<file path="src/rtl/mem_req_pkg.sv">
// mem_req_pkg
//   Shared types and constants for the 16-bit memory requester:
//   FSM state encoding, memory byte-lane enables and the load
//   extension mode encoding.
package mem_req_pkg;

  typedef enum logic [1:0] {
    IDLE   = 2'd0,
    ACCESS = 2'd1,
    DONE   = 2'd2,
    DRAIN  = 2'd3
  } state_t;

  // Byte-lane enables; bit [1] is the high byte of the memory word.
  localparam logic [1:0] BE_WORD = 2'b11;
  localparam logic [1:0] BE_LO   = 2'b01;
  localparam logic [1:0] BE_HI   = 2'b10;

  // Load extension mode for byte loads.
  localparam logic EXT_ZERO = 1'b0;
  localparam logic EXT_SIGN = 1'b1;

endpackage

</file>
<file path="src/rtl/mem_lane_align.sv">
// mem_lane_align
//   Combinational byte-lane logic for a 16-bit memory port.
//   Store side: byte enables and lane-replicated write data.
//   Load side : byte select by address bit 0 plus zero/sign extension.
// Ports:
//   st_write, st_byte, st_addr0, st_wdata -> st_byte_enable, st_wdata_lane
//   ld_byte, ld_addr0, ld_ext, ld_rdata   -> ld_data
module mem_lane_align
  import mem_req_pkg::*;
(
  input  logic        st_write,
  input  logic        st_byte,
  input  logic        st_addr0,
  input  logic [15:0] st_wdata,
  output logic [1:0]  st_byte_enable,
  output logic [15:0] st_wdata_lane,
  input  logic        ld_byte,
  input  logic        ld_addr0,
  input  logic        ld_ext,
  input  logic [15:0] ld_rdata,
  output logic [15:0] ld_data
);

  logic [7:0] ld_sel;

  always_comb begin
    st_byte_enable = BE_WORD;
    st_wdata_lane  = st_wdata;
    // Only byte stores narrow the enables; loads fetch the whole word and
    // pick the byte on return.
    if (st_write && st_byte) begin
      st_byte_enable = st_addr0 ? BE_HI : BE_LO;
      st_wdata_lane  = {st_wdata[7:0], st_wdata[7:0]};
    end
  end

  always_comb begin
    ld_sel  = ld_addr0 ? ld_rdata[15:8] : ld_rdata[7:0];
    ld_data = ld_rdata;
    if (ld_byte) begin
      ld_data = {{8{(ld_ext == EXT_SIGN) && ld_sel[7]}}, ld_sel};
    end
  end

endmodule

</file>
<file path="src/rtl/mem_requester.sv">
// mem_requester
//   Initiator for a 16-bit request/response memory port. Takes one
//   load/store from the core, drives registered memory strobes until the
//   memory answers with mem_resp, then returns one rsp_valid pulse with
//   aligned/extended read data. Misaligned word accesses error out
//   without touching memory; a watchdog aborts accesses the memory never
//   answers and then drains a possible late response.
// Ports:
//   clk, reset (async, active high)
//   core side  : req_valid/req_ready, req_write, req_byte, req_signed,
//                req_addr, req_wdata; rsp_valid, rsp_error, rsp_rdata
//   memory side: mem_read, mem_write, mem_byte_enable, mem_address,
//                mem_wdata; mem_resp, mem_rdata
module mem_requester
  import mem_req_pkg::*;
#(
  parameter int TIMEOUT_CYCLES = 1023
) (
  input  logic        clk,
  input  logic        reset,
  input  logic        req_valid,
  output logic        req_ready,
  input  logic        req_write,
  input  logic        req_byte,
  input  logic        req_signed,
  input  logic [15:0] req_addr,
  input  logic [15:0] req_wdata,
  output logic        rsp_valid,
  output logic        rsp_error,
  output logic [15:0] rsp_rdata,
  output logic        mem_read,
  output logic        mem_write,
  output logic [1:0]  mem_byte_enable,
  output logic [15:0] mem_address,
  output logic [15:0] mem_wdata,
  input  logic        mem_resp,
  input  logic [15:0] mem_rdata
);

  localparam int CW = $clog2(TIMEOUT_CYCLES + 1);
  // The count before the edge on which the limit is reached.
  localparam logic [CW-1:0] WD_LAST = CW'(TIMEOUT_CYCLES - 1);
  localparam logic [CW-1:0] WD_MAX  = CW'(TIMEOUT_CYCLES);

  state_t        state_reg;
  logic [CW-1:0] wd_count_reg;
  logic          write_reg;
  logic          byte_reg;
  logic          ext_reg;
  logic          addr0_reg;

  logic [1:0]    st_byte_enable;
  logic [15:0]   st_wdata_lane;
  logic [15:0]   ld_data;

  // Store steering works on the live request (captured at the accepting
  // edge); load selection works on the registered request fields.
  mem_lane_align u_align (
    .st_write       (req_write),
    .st_byte        (req_byte),
    .st_addr0       (req_addr[0]),
    .st_wdata       (req_wdata),
    .st_byte_enable (st_byte_enable),
    .st_wdata_lane  (st_wdata_lane),
    .ld_byte        (byte_reg),
    .ld_addr0       (addr0_reg),
    .ld_ext         (ext_reg),
    .ld_rdata       (mem_rdata),
    .ld_data        (ld_data)
  );

  always_ff @(posedge clk or posedge reset) begin
    if (reset) begin
      state_reg       <= IDLE;
      wd_count_reg    <= '0;
      write_reg       <= 1'b0;
      byte_reg        <= 1'b0;
      ext_reg         <= EXT_ZERO;
      addr0_reg       <= 1'b0;
      req_ready       <= 1'b0;
      rsp_valid       <= 1'b0;
      rsp_error       <= 1'b0;
      rsp_rdata       <= '0;
      mem_read        <= 1'b0;
      mem_write       <= 1'b0;
      mem_byte_enable <= '0;
      mem_address     <= '0;
      mem_wdata       <= '0;
    end else begin
      // Response outputs are single-cycle pulses unless set below.
      rsp_valid <= 1'b0;
      rsp_error <= 1'b0;
      rsp_rdata <= '0;

      case (state_reg)
        IDLE: begin
          req_ready <= 1'b1;
          if (req_valid && req_ready) begin
            req_ready       <= 1'b0;
            write_reg       <= req_write;
            byte_reg        <= req_byte;
            ext_reg         <= req_signed ? EXT_SIGN : EXT_ZERO;
            addr0_reg       <= req_addr[0];
            mem_address     <= {req_addr[15:1], 1'b0};
            mem_byte_enable <= st_byte_enable;
            mem_wdata       <= st_wdata_lane;
            wd_count_reg    <= '0;
            if (!req_byte && req_addr[0]) begin
              // Misaligned word: answer with an error, never strobe memory.
              state_reg <= DONE;
              rsp_valid <= 1'b1;
              rsp_error <= 1'b1;
            end else begin
              state_reg <= ACCESS;
              mem_read  <= !req_write;
              mem_write <= req_write;
            end
          end
        end

        ACCESS: begin
          // mem_resp is tested first so it wins over a simultaneous timeout.
          if (mem_resp) begin
            mem_read  <= 1'b0;
            mem_write <= 1'b0;
            rsp_valid <= 1'b1;
            rsp_rdata <= write_reg ? 16'h0000 : ld_data;
            state_reg <= DONE;
          end else if (wd_count_reg == WD_LAST) begin
            mem_read     <= 1'b0;
            mem_write    <= 1'b0;
            rsp_valid    <= 1'b1;
            rsp_error    <= 1'b1;
            wd_count_reg <= '0;
            state_reg    <= DRAIN;
          end else if (wd_count_reg != WD_MAX) begin
            wd_count_reg <= wd_count_reg + 1'b1;
          end
        end

        DONE: begin
          state_reg <= IDLE;
          req_ready <= 1'b1;
        end

        DRAIN: begin
          // A response here belongs to the aborted access and is dropped.
          if (mem_resp || (wd_count_reg == WD_LAST)) begin
            state_reg <= IDLE;
            req_ready <= 1'b1;
          end else if (wd_count_reg != WD_MAX) begin
            wd_count_reg <= wd_count_reg + 1'b1;
          end
        end

        default: begin
          state_reg <= IDLE;
        end
      endcase
    end
  end

endmodule

</file>
<file path="config.mk">
export PLATFORM = sky130hd
export DESIGN_NAME = mem_requester
export DESIGN_NICKNAME = d
export VERILOG_FILES = /design/src/rtl/mem_req_pkg.sv /design/src/rtl/mem_lane_align.sv /design/src/rtl/mem_requester.sv
export SDC_FILE = /design/constraint.sdc
export NUM_CORES = 1
export LEC_CHECK = 0
export ABC_AREA = 0
export CAP_MARGIN = 20
export CORE_MARGIN = 2
export CORE_UTILIZATION = 32
export CTS_BUF_LIST = sky130_fd_sc_hd__clkbuf_4 sky130_fd_sc_hd__clkbuf_8
export CTS_CLUSTER_SIZE = 8
export DETAILED_ROUTE_END_ITERATION = 10
export MAX_ROUTING_LAYER = met4
export PLACE_DENSITY_LB_ADDON = 0.15
export SYNTH_ARGS = -nofsm -noshare
export SYNTH_HDL_FRONTEND = slang
export SYNTH_SLANG_ARGS = --single-unit
</file>
<file path="constraint.sdc">
create_clock -name clk -period 6.2 [get_ports clk]
set_input_delay 1.24 -clock clk [delete_from_list [all_inputs] [get_ports clk]]
set_output_delay 1.24 -clock clk [all_outputs]
set_load 0.05 [all_outputs]
</file>
Word level (Yosys, flattened, before mapping):

Index checks and enable logic that the tools add are counted.

* output and inout bits: 55
* word-level logic and storage cells: 82
* input port bits: 55
* register bits after elaboration: 70

* $add $sub $neg: 1
* reduce and logical (&&, ||, !) cells: 16
* equality and inequality tests: 11
* mux-type cells: 39

Operators with widths (count)
* $mux W16: 5
* $mux W10: 5
* $pmux W10 S3: 1
* $mux W1: 14
* $mux W2: 7
* $add A10 B1 Y10 const B: 1
* $eq A10 B10 Y1 const B: 1
* $ne A10 B10 Y1 const B: 1
* $ne A2 B2 Y1 const B: 5
* $mux W8: 1
* $pmux W1 S2: 4
* $pmux W2 S4: 1
* $reduce_and A4 Y1: 2
* $reduce_bool A3 Y1: 2
* $eq A2 B2 Y1 const B: 2
* $logic_and A1 B1 Y1: 4
* $reduce_and A2 Y1: 2
* $ne A3 B3 Y1 const B: 1
* $pmux W1 S3: 1
* $reduce_and A3 Y1: 1
* $eq A2 B1 Y1 const B: 1
* $logic_not A1 Y1: 2
* $logic_not A2 Y1: 1
* $reduce_bool A2 Y1: 1
* $logic_or A1 B1 Y1: 1

Longest topological paths before layout:

Gate-level depths: netlist of run 1.

* word-level depth: 6
* gate-level depth with buffers: 6
* mapped depth without buffers: 6

By module:

From an unflattened synthesis of run 1, not the netlist that was laid out.

* cell total of the unflattened synthesis: 347
* area total of the unflattened synthesis: 3298.2 um^2

Modules (own cells, without submodules)
* mem_requester: sequential area each 1751.7 um^2, area an instance 2909.0 um^2, times used 1, cells an instance 298
* mem_lane_align: sequential area each 0.0 um^2, area an instance 389.1 um^2, times used 1, cells an instance 49

Least setup slack after synthesis of run 1:

No wires, ideal clock.

* path type: input to register
* from: input mem_resp
* to: register wd_count_reg[7]
* setup time: 73 ps
* path slack: 3878 ps
* arrival: 2249 ps
* cell stages on the path: 4
* buffers on the path: 0
* cells stage by stage: and2b_1 > o32ai_4 > or4_4 > a21oi_2

* cells in the longest elaborated chain, start to end: 3

RTL lines
* from (decl): line mem_requester.sv:36 `input logic mem_resp,`
* $logic_or A1 B1 Y1: line mem_requester.sv:148 `if (mem_resp || (wd_count_reg == WD_LAST)) begin`
* $ne A2 B2 Y1 (no line)
* $reduce_and A4 Y1 (no line) (*)
* to (signal assigned): line mem_requester.sv:137 `wd_count_reg <= wd_count_reg + 1'b1;`
* to (signal assigned): line mem_requester.sv:152 `wd_count_reg <= wd_count_reg + 1'b1;`
* to (decl): line mem_requester.sv:46 `logic [CW-1:0] wd_count_reg;`

Every way passes the cells marked *; elsewhere a longest branch is shown, timed or not.
A chain may end at the register's enable or synchronous reset.

Final worst setup path of run 1:

* from: input req_valid
* to: register mem_wdata[3]

* cells in the longest elaborated chain, start to end: 2

RTL lines
* from (decl): line mem_requester.sv:21 `input logic req_valid,`
* $logic_and A1 B1 Y1: line mem_requester.sv:98 `if (req_valid && req_ready) begin`
* $reduce_and A2 Y1 (no line)
* to (signal assigned): line mem_requester.sv:106 `mem_wdata <= st_wdata_lane;`
* to (decl): line mem_requester.sv:35 `output logic [15:0] mem_wdata,`

No other way between the ends.

==> metrics, run 1 <==
status=finished, final reports clean; 1st-pass router iterations=4; CTS Buffer Depth=2; Site Rows=35; CTS tree=built; Place WS=2.85 ns; Commonest cells post-synth=dfrtp_1 (70), nor2_1 (30), mux2_2 (28); CTS resizes=0; top_reg_cell synth=dfrtp_1; total gr overflow=0; initial antenna violation count=0; Yosys top cell area share=58.1%; FFs w/ async S/R, synth=100%; Switching Share=44.6%; pin count of the biggest net entering global routing=71; worst min-delay path class=reg -> reg; DRC violations left=0; post-synth top area cell=dfrtp_1; Final TNS setup=0 ns; I/O pins=110; Setup Buffers After CTS=0; sw power=1030 uW; placer congestion estimate=0.831; sequential power share=31.9%; DRC marker count from the first detailed-route iteration=65; Synth Register Bits=70; core area=0.00920 mm2; Reg clk slew, reported paths=0.07 ns; P_leak=0.00186 uW; EDFF count, synth=0; I/O Buffers=108; Netlist cell types=39; CTS Buf Count=9; Data required, critical path=6.43 ns; Post-Place Cells=474; clock root buffer=clkbuf_8; clk_skew=0.00854 ns; routed len/inst=14.8 um; Largest regs=mem_wdata (16), rsp_rdata (16), mem_address (15); Tot GR Track Use=15.4%; worst reg2reg setup slack=4.06 ns; CTS Hold Buffers Added=0; die area=0.0102 mm2; clock sink count=70; Max-Cap Viols=0; crit path setup slack, layout=3.25 ns; total power=2310 uW; pwr dens=522 mW/mm2; CTS H-tree depth=3; fraction of layout cells with a size suffix above 1=14.2%; worst path arrival time=3.18 ns; Critical Path Fanout Max=32; Die H=101 um; drt total wl=7.24 mm; Avg Cell Area, Syn=11.4 um2; Setup violations, final=0; worst-skew pair later-pin latency=0.35 ns; Mapped Area=0.00301 mm2; sequential share of the synthesized area=58.1%; area grow syn2layout=46.5%; Comb pwr share=49.9%; routed vias/inst=4.88; FF+latch area=0.00175 mm2; CP Class=in -> reg; total internal power=1280 uW; clock group share of total power=18.2%; normalized max-slew margin=40.3%; Die Wd=101 um; area of the multi-input gates=0.00118 mm2; Final HPWL DP=5.06 mm; syn nets=321; Non-Filler Instances=490; ANT cells=0; first-pass GRT wire length=11.8 mm; slew of the pin with the lowest slew margin=0.896 ns; RSZ-0062 raised after global routing=no; Final Max Tran Viols=0; dominant cells by area after synthesis=dfrtp_1 (58%), mux2_2 (10%), a21oi_1 (4.3%); Fin. Hold Viols=0; Critical Path End Type=register; Worst VDD drop=0.000321 V; Critical Path Source Type=input port; Syn Inst Count=264; most frequent cell after synthesis=dfrtp_1; post-route ant nets=0; f_max=339 MHz; Initial Util=32.8%; ratio of final minimum period to clock period=47.5%; Fill cells=875; nets=431; vias post-DR=2389; post-layout min period=2.95 ns; number of global-route vias before repair=2400; synth warn=0
[layout by cell type, fill, tap and decap left out, types with 2 or more instances in the layout]
| master | netlist | final |
|---|---|---|
| clkdlybuf4s50_1 | 0 | 108 |
| dfrtp_1 | 70 | 70 |
| nor2_1 | 30 | 30 |
| mux2_2 | 28 | 28 |
| a21oi_1 | 26 | 26 |
| nand2_1 | 19 | 19 |
| nand3_1 | 10 | 10 |
| mux2i_1 | 9 | 9 |
| clkbuf_8 | 0 | 9 |
| o21ai_0 | 8 | 8 |
| inv_1 | 7 | 6 |
| o31ai_1 | 6 | 6 |
| or3_1 | 5 | 5 |
| nand4_1 | 4 | 4 |
| nand2b_1 | 2 | 2 |
| nor3_1 | 2 | 2 |
| and4_1 | 2 | 2 |
| nand3b_1 | 2 | 2 |
| xnor2_1 | 2 | 2 |
| o22ai_1 | 2 | 2 |
| or4_1 | 2 | 2 |
| ha_1 | 2 | 2 |
| bufinv_16 | 0 | 2 |
| inv_6 | 0 | 2 |
| buf_4 | 1 | 2 |
[power groups by stage]
| stage | registers (uW) | clock network [uW] | logic, uW |
|---|---|---|---|
| after CTS | 738 | 434 | 1160 |
| after detailed placement | 742 | 0 | 1160 |
| final | 735 | 421 | 1150 |
| after global placement | 740 | 0 | 1150 |
| after global routing | 762 | 455 | 1220 |
| after floorplan | 1170 | 0 | 355 |
[layout make-up]
| cell class | count | area share, % |
|---|---|---|
| Multi-Input combinational cell | 176 | 26.7 |
| Timing Repair Buffer | 110 | 24.8 |
| Sequential cell | 70 | 39.7 |
| Clock inverter | 6 | 2.13 |
| Tap cell | 111 | 3.15 |
| Inverter | 7 | 0.595 |
| Clock buffer | 10 | 2.98 |
[worst max-delay path: stages]
cell             delay (ns)
clkdlybuf4s50_1        0.47
and4bb_2               0.63
buf_4                  0.44
mux2_2                 0.38
[worst paths after layout]
kind                         startpoint              end  depth (start not counted)
min reg2reg                mem_wdata[5]     mem_wdata[5]                          1
max                           req_valid     mem_wdata[3]                          4
max in group asynchronous         reset  wd_count_reg[2]                          3
max reg2reg                state_reg[1]     mem_wdata[3]                          3
min                        mem_wdata[5]     mem_wdata[5]                          1
min in group asynchronous         reset   mem_address[7]                          3
[stage by stage]
stage               area (um2)  hold slack, ns  utilization [%]
global route              4420           0.522             48.0
CTS                       4420           0.507             48.0
floorplan                 3010           0.471                -
global placement          4190           0.485             45.6
detailed placement        4190           0.488             45.6
finish                    4420           0.505             48.0
[routing by layer]
layer  wire length (um)  vias up  track usage (%)
met5                  0        -                -
met4                 79        0             4.99
met3                598       10             6.10
met2               3190       88             21.1
met1               3370     1135             20.7
li1                   -     1156                -
[logic make-up (layout without fill, tap and decap cells)]
logic type / after synthesis / in the layout / share of synthesized area (%)
AOI/OAI and AO/OA: 50 / 50 / 10.5
and+or+nand+nor: 84 / 84 / 13.6
xor gates and xnor gates: 2 / 2 / 0.581
muxes: 37 / 37 / 13.4
buffers and inverters: 18 / 133 / 2.82
DFF: 70 / 70 / 58.1
other: 1 / 1 / 0.124
adders and majority gates: 2 / 2 / 0.830
Note: power is estimated with default switching activity, not from simulation.
==> inputs of run 2 (changes only) <==
==> constraint.sdc (replaced) <==
create_clock -name clk -period 2.8 [get_ports clk]
set_input_delay 0.56 -clock clk [delete_from_list [all_inputs] [get_ports clk]]
set_output_delay 0.56 -clock clk [all_outputs]
set_load 0.05 [all_outputs]
==> run 2 against run 1 <==
  * Critical path depth shrank 3
  * Clock skew grew 0.0018 ns
  * Highest routed layer unchanged
  * Clock power grew 100%
  * Largest cell class unchanged
  * Critical path type is now reg -> out
  * Die area is the same
  * Global-route usage shrank 0.53 points
  * Cell count grew 0.20%
  * Via count shrank 0.33%
  * Worst hold slack gained 0.0026 ns
  * Total power grew 120%
  * Non-clock buffer count grew 1
  * Core utilization grew 0.18 points
==> metrics, run 2 (same netlist as run 1, synthesis figures left out) <==
Final TNS setup=0 ns (unchanged); vias post-DR=2381 (-0.33%); first-pass GRT wire length=11.5 mm (-2.7%); Max stage delay cell, worst path=clkdlybuf4s50_1; RSZ-0062 raised after global routing=no; clock sink count=70 (unchanged); routed len/inst=14.6 um (-0.93%); CTS Buffer Depth=2 (unchanged); clock group share of total power=16.8% (-1.4 points); most common cell after layout, fill and taps aside=clkdlybuf4s50_1; worst path arrival time=1.58 ns (-1.60 ns); crit path setup slack, layout=0.664 ns (-2.59 ns); Setup Buffers After CTS=0 (unchanged); Critical Path Fanout Max=2 (-94%); Fin. Hold Viols=0 (unchanged); Data required, critical path=2.24 ns (-4.19 ns); sw power=2240 uW (+120%); die area=0.0102 mm2 (unchanged); f_max=468 MHz; Slowest Stage Delay on Critical Path=0.83 ns (+0.20 ns); drt total wl=7.19 mm (-0.73%); CTS Hold Buffers Added=0 (unchanged); Tot GR Track Use=14.8% (-0.53 points); ratio of final minimum period to clock period=76.3%; family with the most delay on the worst path=buffers and inverters; placer congestion estimate=0.884 (+6.4%); nets=432 (+0.23%); Max-Cap Viols=0 (unchanged); Critical Path End Type=output pin; CTS Buf Count=9 (unchanged); Die Wd=101 um (unchanged); Reg clk slew, reported paths=0.07 ns (about the same); I/O Buffers=108 (unchanged); CTS resizes=0 (unchanged); I/O pins=110 (unchanged); most frequent cells in the layout=clkdlybuf4s50_1 (108), dfrtp_1 (70), nor2_1 (30); Largest regs=mem_wdata (16), rsp_rdata (16), mem_address (15); P_leak=0.00187 uW (+0.47%); Site Rows=35 (unchanged); Switching Share=44.3% (-0.30 points); fraction of layout cells with a size suffix above 1=14.5% (+0.23 points); Worst VDD drop=0.000762 V (+140%); routed vias/inst=4.85 (-0.54%); number of global-route vias before repair=2449 (+2.0%); worst min-delay path class=reg -> reg; Critical Path Source Type=register; DRC marker count from the first detailed-route iteration=67 (+3.1%); slew of the pin with the lowest slew margin=0.588 ns (-0.309 ns); CTS tree=built; DRC violations left=0 (unchanged); Final Max Tran Viols=0 (unchanged); Comb pwr share=50.9% (+1.0 points); crit-path cells=clkdlybuf4s50_1; Fill cells=880 (+0.57%); crit path buf inv count=1 (-1); area grow syn2layout=47.0%; 1st-pass router iterations=4 (unchanged); clk_skew=0.0103 ns (+0.00178 ns); clock root buffer=clkbuf_8; total internal power=2820 uW (+120%); pwr dens=1140 mW/mm2 (+120%); Initial Util=32.8% (unchanged); normalized max-slew margin=60.8% (+21 points); post-layout min period=2.14 ns; post-route ant nets=0 (unchanged); CTS H-tree depth=3 (unchanged); ANT cells=0 (unchanged); core area=0.00920 mm2 (unchanged); Place WS=0.559 ns (-2.29 ns); total gr overflow=0 (unchanged); worst-skew pair later-pin latency=0.34 ns (about the same); pin count of the biggest net entering global routing=71 (unchanged); status=finished, final reports clean; sequential power share=32.3% (+0.4 points); Final HPWL DP=4.99 mm (-1.3%); initial antenna violation count=0 (unchanged); Setup violations, final=0 (unchanged); CP Class=reg -> out; Die H=101 um (unchanged)
[run 2: area by class of cell]
type,count,area (um2),area share (%)
timing repair buffer,111,1130,25.5
inverter,7,26.3,0.593
clock buffer,13,166,3.75
tap,111,139,3.13
multi-input combinational,176,1180,26.6
clock inverter,3,42.5,0.960
sequential,70,1750,39.5
[run 2: through the flow]
stage | util, % | power (uW) | instance area (um2) | hold WS, ns | std cells
finish | 48.2 | 5050 | 4430 | 0.508 | 491
global route | 48.2 | 5350 | 4430 | 0.527 | 491
CTS | 48.2 | 5120 | 4430 | 0.514 | 491
detailed placement | 45.9 | 4240 | 4220 | 0.494 | 475
global placement | 45.9 | 4230 | 4220 | 0.491 | 475
floorplan | - | 3370 | 3010 | 0.471 | 264
[run 2: worst paths after layout]
path                                 start  slack (ns)  depth (start not counted)         endpoint
min in group asynchronous            reset        0.59                          3   mem_address[7]
hold / removal                   write_reg        0.51                          1        write_reg
setup / recovery                 mem_write        0.66                          1        mem_write
hold reg to reg                  write_reg        0.51                          1        write_reg
setup reg to reg           wd_count_reg[0]        0.98                          6  wd_count_reg[7]
max in group asynchronous            reset        1.89                          3    rsp_rdata[10]
[run 2: power groups by stage]
stage	clock [uW]	sequential [uW]	combinational [uW]
2_1_floorplan	0	2590	787
3_3_place_gp	0	1650	2580
3_5_place_dp	0	1640	2590
4_1_cts	888	1640	2600
5_1_grt	931	1690	2730
6_report	851	1630	2570
[run 2: worst register-to-register path, stage by stage (launching register included)]
cell	delay (ns)
dfrtp_1	0.41
inv_1	0.09
ha_1	0.27
a21oi_1	0.24
o32ai_4	0.15
or4_4	0.44
a21oi_2	0.13
[run 2: layer usage]
metal | wire length, um | up-vias | GRT usage, %
li1 | - | 1157 | -
met1 | 3200 | 1128 | 18.8
met2 | 3240 | 87 | 21.5
met3 | 644 | 9 | 6.03
met4 | 106 | 0 | 5.20
met5 | 0 | - | -
==> inputs of run 3 (changes only) <==
==> constraint.sdc (replaced) <==
create_clock -name clk -period 2.1 [get_ports clk]
set_input_delay 0.42 -clock clk [delete_from_list [all_inputs] [get_ports clk]]
set_output_delay 0.42 -clock clk [all_outputs]
set_load 0.05 [all_outputs]
==> run 3 against run 2 <==
  * Non-clock buffer count rose by 9
  * Sequential share of layout area fell by 0.70 points
  * Critical path depth did not move
  * Die area did not move
  * Core utilization rose by 0.87 points
  * Critical path type unchanged
  * Critical endpoint unchanged
==> metrics, run 3 (same netlist as run 1, synthesis figures left out) <==
Die H=101 um (unchanged); fraction of layout cells with a size suffix above 1=16.2% (+1.8 points); total internal power=3760 uW (+34%); Largest regs=mem_wdata (16), rsp_rdata (16), mem_address (15); family with the most delay on the worst path=buffers and inverters; 1st-pass router iterations=4 (unchanged); CTS resizes=0 (unchanged); Max stage delay cell, worst path=clkdlybuf4s50_1; worst path arrival time=1.55 ns (-0.03 ns); Die Wd=101 um (unchanged); routed vias/inst=4.91 (+1.3%); core area=0.00920 mm2 (unchanged); Place WS=0.0328 ns (-0.526 ns); Initial Util=32.8% (unchanged); I/O Buffers=108 (unchanged); f_max=508 MHz; die area=0.0102 mm2 (unchanged); total gr overflow=0 (unchanged); crit path buf inv count=1 (unchanged); CTS Buffer Depth=2 (unchanged); WP depth=1 (unchanged); Critical Path End Type=output pin; Fin. Hold Viols=0 (unchanged); CTS Buf Count=9 (unchanged); post-layout min period=1.97 ns; FF-to-FF Start=wd_count_reg[0]; CTS H-tree depth=3 (unchanged); Critical Path Source Type=register; Final TNS setup=0 ns (unchanged); crit path setup slack, layout=0.130 ns (-0.534 ns); crit-path cells=clkdlybuf4s50_1; ratio of final minimum period to clock period=93.8%; worst-skew pair later-pin latency=0.34 ns (about the same); initial antenna violation count=0 (unchanged); most frequent cells in the layout=clkdlybuf4s50_1 (108), dfrtp_1 (70), nor2_1 (30); pwr dens=1510 mW/mm2 (+32%); vias post-DR=2452 (+3.0%); worst min-delay path class=in -> async; cells on worst reg2reg path=6 (unchanged); CTS Hold Buffers Added=0 (unchanged); P_leak=0.00191 uW (+2.2%); clock group share of total power=15.8% (-1.0 points); Worst Setup SP=mem_write; DRC violations left=0 (unchanged); worst reg2reg setup slack=0.32 ns (-0.66 ns); normalized max-slew margin=61.8% (+0.94 points); ANT cells=0 (unchanged); status=finished, final reports clean; Slowest Stage Delay on Critical Path=0.82 ns (about the same); Site Rows=35 (unchanged); Setup Buffers After CTS=0 (unchanged); Switching Share=44.6% (+0.37 points); sequential power share=31.8% (-0.5 points); DRC marker count from the first detailed-route iteration=63 (-6.0%); most common cell after layout, fill and taps aside=clkdlybuf4s50_1; routed len/inst=14.7 um (+0.59%); area grow syn2layout=49.7%; I/O pins=110 (unchanged); Tot GR Track Use=15.6% (+0.75 points); Final Max Tran Viols=0 (unchanged); Setup violations, final=0 (unchanged); Comb pwr share=52.4% (+1.5 points); CP Class=reg -> out; sw power=3030 uW (+36%); drt total wl=7.35 mm (+2.2%); total power=6800 uW (+34%); slew of the pin with the lowest slew margin=0.573 ns (-0.0141 ns); clock root buffer=clkbuf_8; first-pass GRT wire length=12.0 mm (+4.4%); RSZ-0062 raised after global routing=no; Final HPWL DP=5.34 mm (+7.0%); post-route ant nets=0 (unchanged); clk_skew=0.0116 ns (+0.00130 ns); pin count of the biggest net entering global routing=28 (-61%); Reg clk slew, reported paths=0.08 ns (about the same); placer congestion estimate=0.844 (-4.6%); nets=441 (+2.1%); Data required, critical path=1.68 ns (-0.56 ns); CTS tree=built; clock sink count=70 (unchanged); Critical Path Fanout Max=2 (unchanged); Worst VDD drop=0.000776 V (+1.8%); number of global-route vias before repair=2471 (+0.90%); Max-Cap Viols=0 (unchanged)
run 3: changes by cell type in the layout (fill, tap and decap cells not counted):
cell	delta
inv_2	-1
clkbuf_8	-2
buf_4	+7
clkbuf_4	-1
buf_12	+2
clkinv_4	+3
run 3: stage by stage:
stage | std cells | hold slack (ns) | utilization [%] | area, um2
floorplan | 264 | 0.471 | - | 3020
global placement | 484 | 0.490 | 47.0 | 4320
detailed placement | 484 | 0.495 | 47.0 | 4320
CTS | 499 | 0.470 | 49.1 | 4510
global route | 499 | 0.499 | 49.1 | 4510
finish | 499 | 0.461 | 49.1 | 4510
run 3: final timing paths:
check,end
max reg2reg,wd_count_reg[7]
max in group asynchronous,mem_byte_enable[1]
min reg2reg,mem_wdata[3]
min in group clk,mem_wdata[3]
min,mem_address[13]
max,mem_write
run 3: final cells by class:
type,instances,area (um2)
Multi-Input combinational cell,176,1180
Inverter,7,30.0
Fill cell,890,4680
Clock inverter,5,61.3
Tap cell,111,139
Clock buffer,10,131
Sequential cell,70,1750
Timing Repair Buffer,120,1220
run 3: power by group through the flow:
| stage | clock network [uW] | registers [uW] | logic (uW) |
|---|---|---|---|
| 2_1_floorplan | 0 | 3450 | 1050 |
| 3_3_place_gp | 0 | 2180 | 3560 |
| 3_5_place_dp | 0 | 2180 | 3580 |
| 4_1_cts | 1110 | 2170 | 3590 |
| 5_1_grt | 1180 | 2230 | 3780 |
| 6_report | 1070 | 2160 | 3560 |
run 3: layer usage:
metal  track usage (%)  routed length, um  up-vias  part of all wire [%]
met5                 -                  0        -                     0
met4              5.93                112        0                   1.5
met3              5.89                626       12                   8.5
met2              22.4               3210       83                    44
met1              20.0               3400     1184                    46
li1                  -                  -     1173                     -
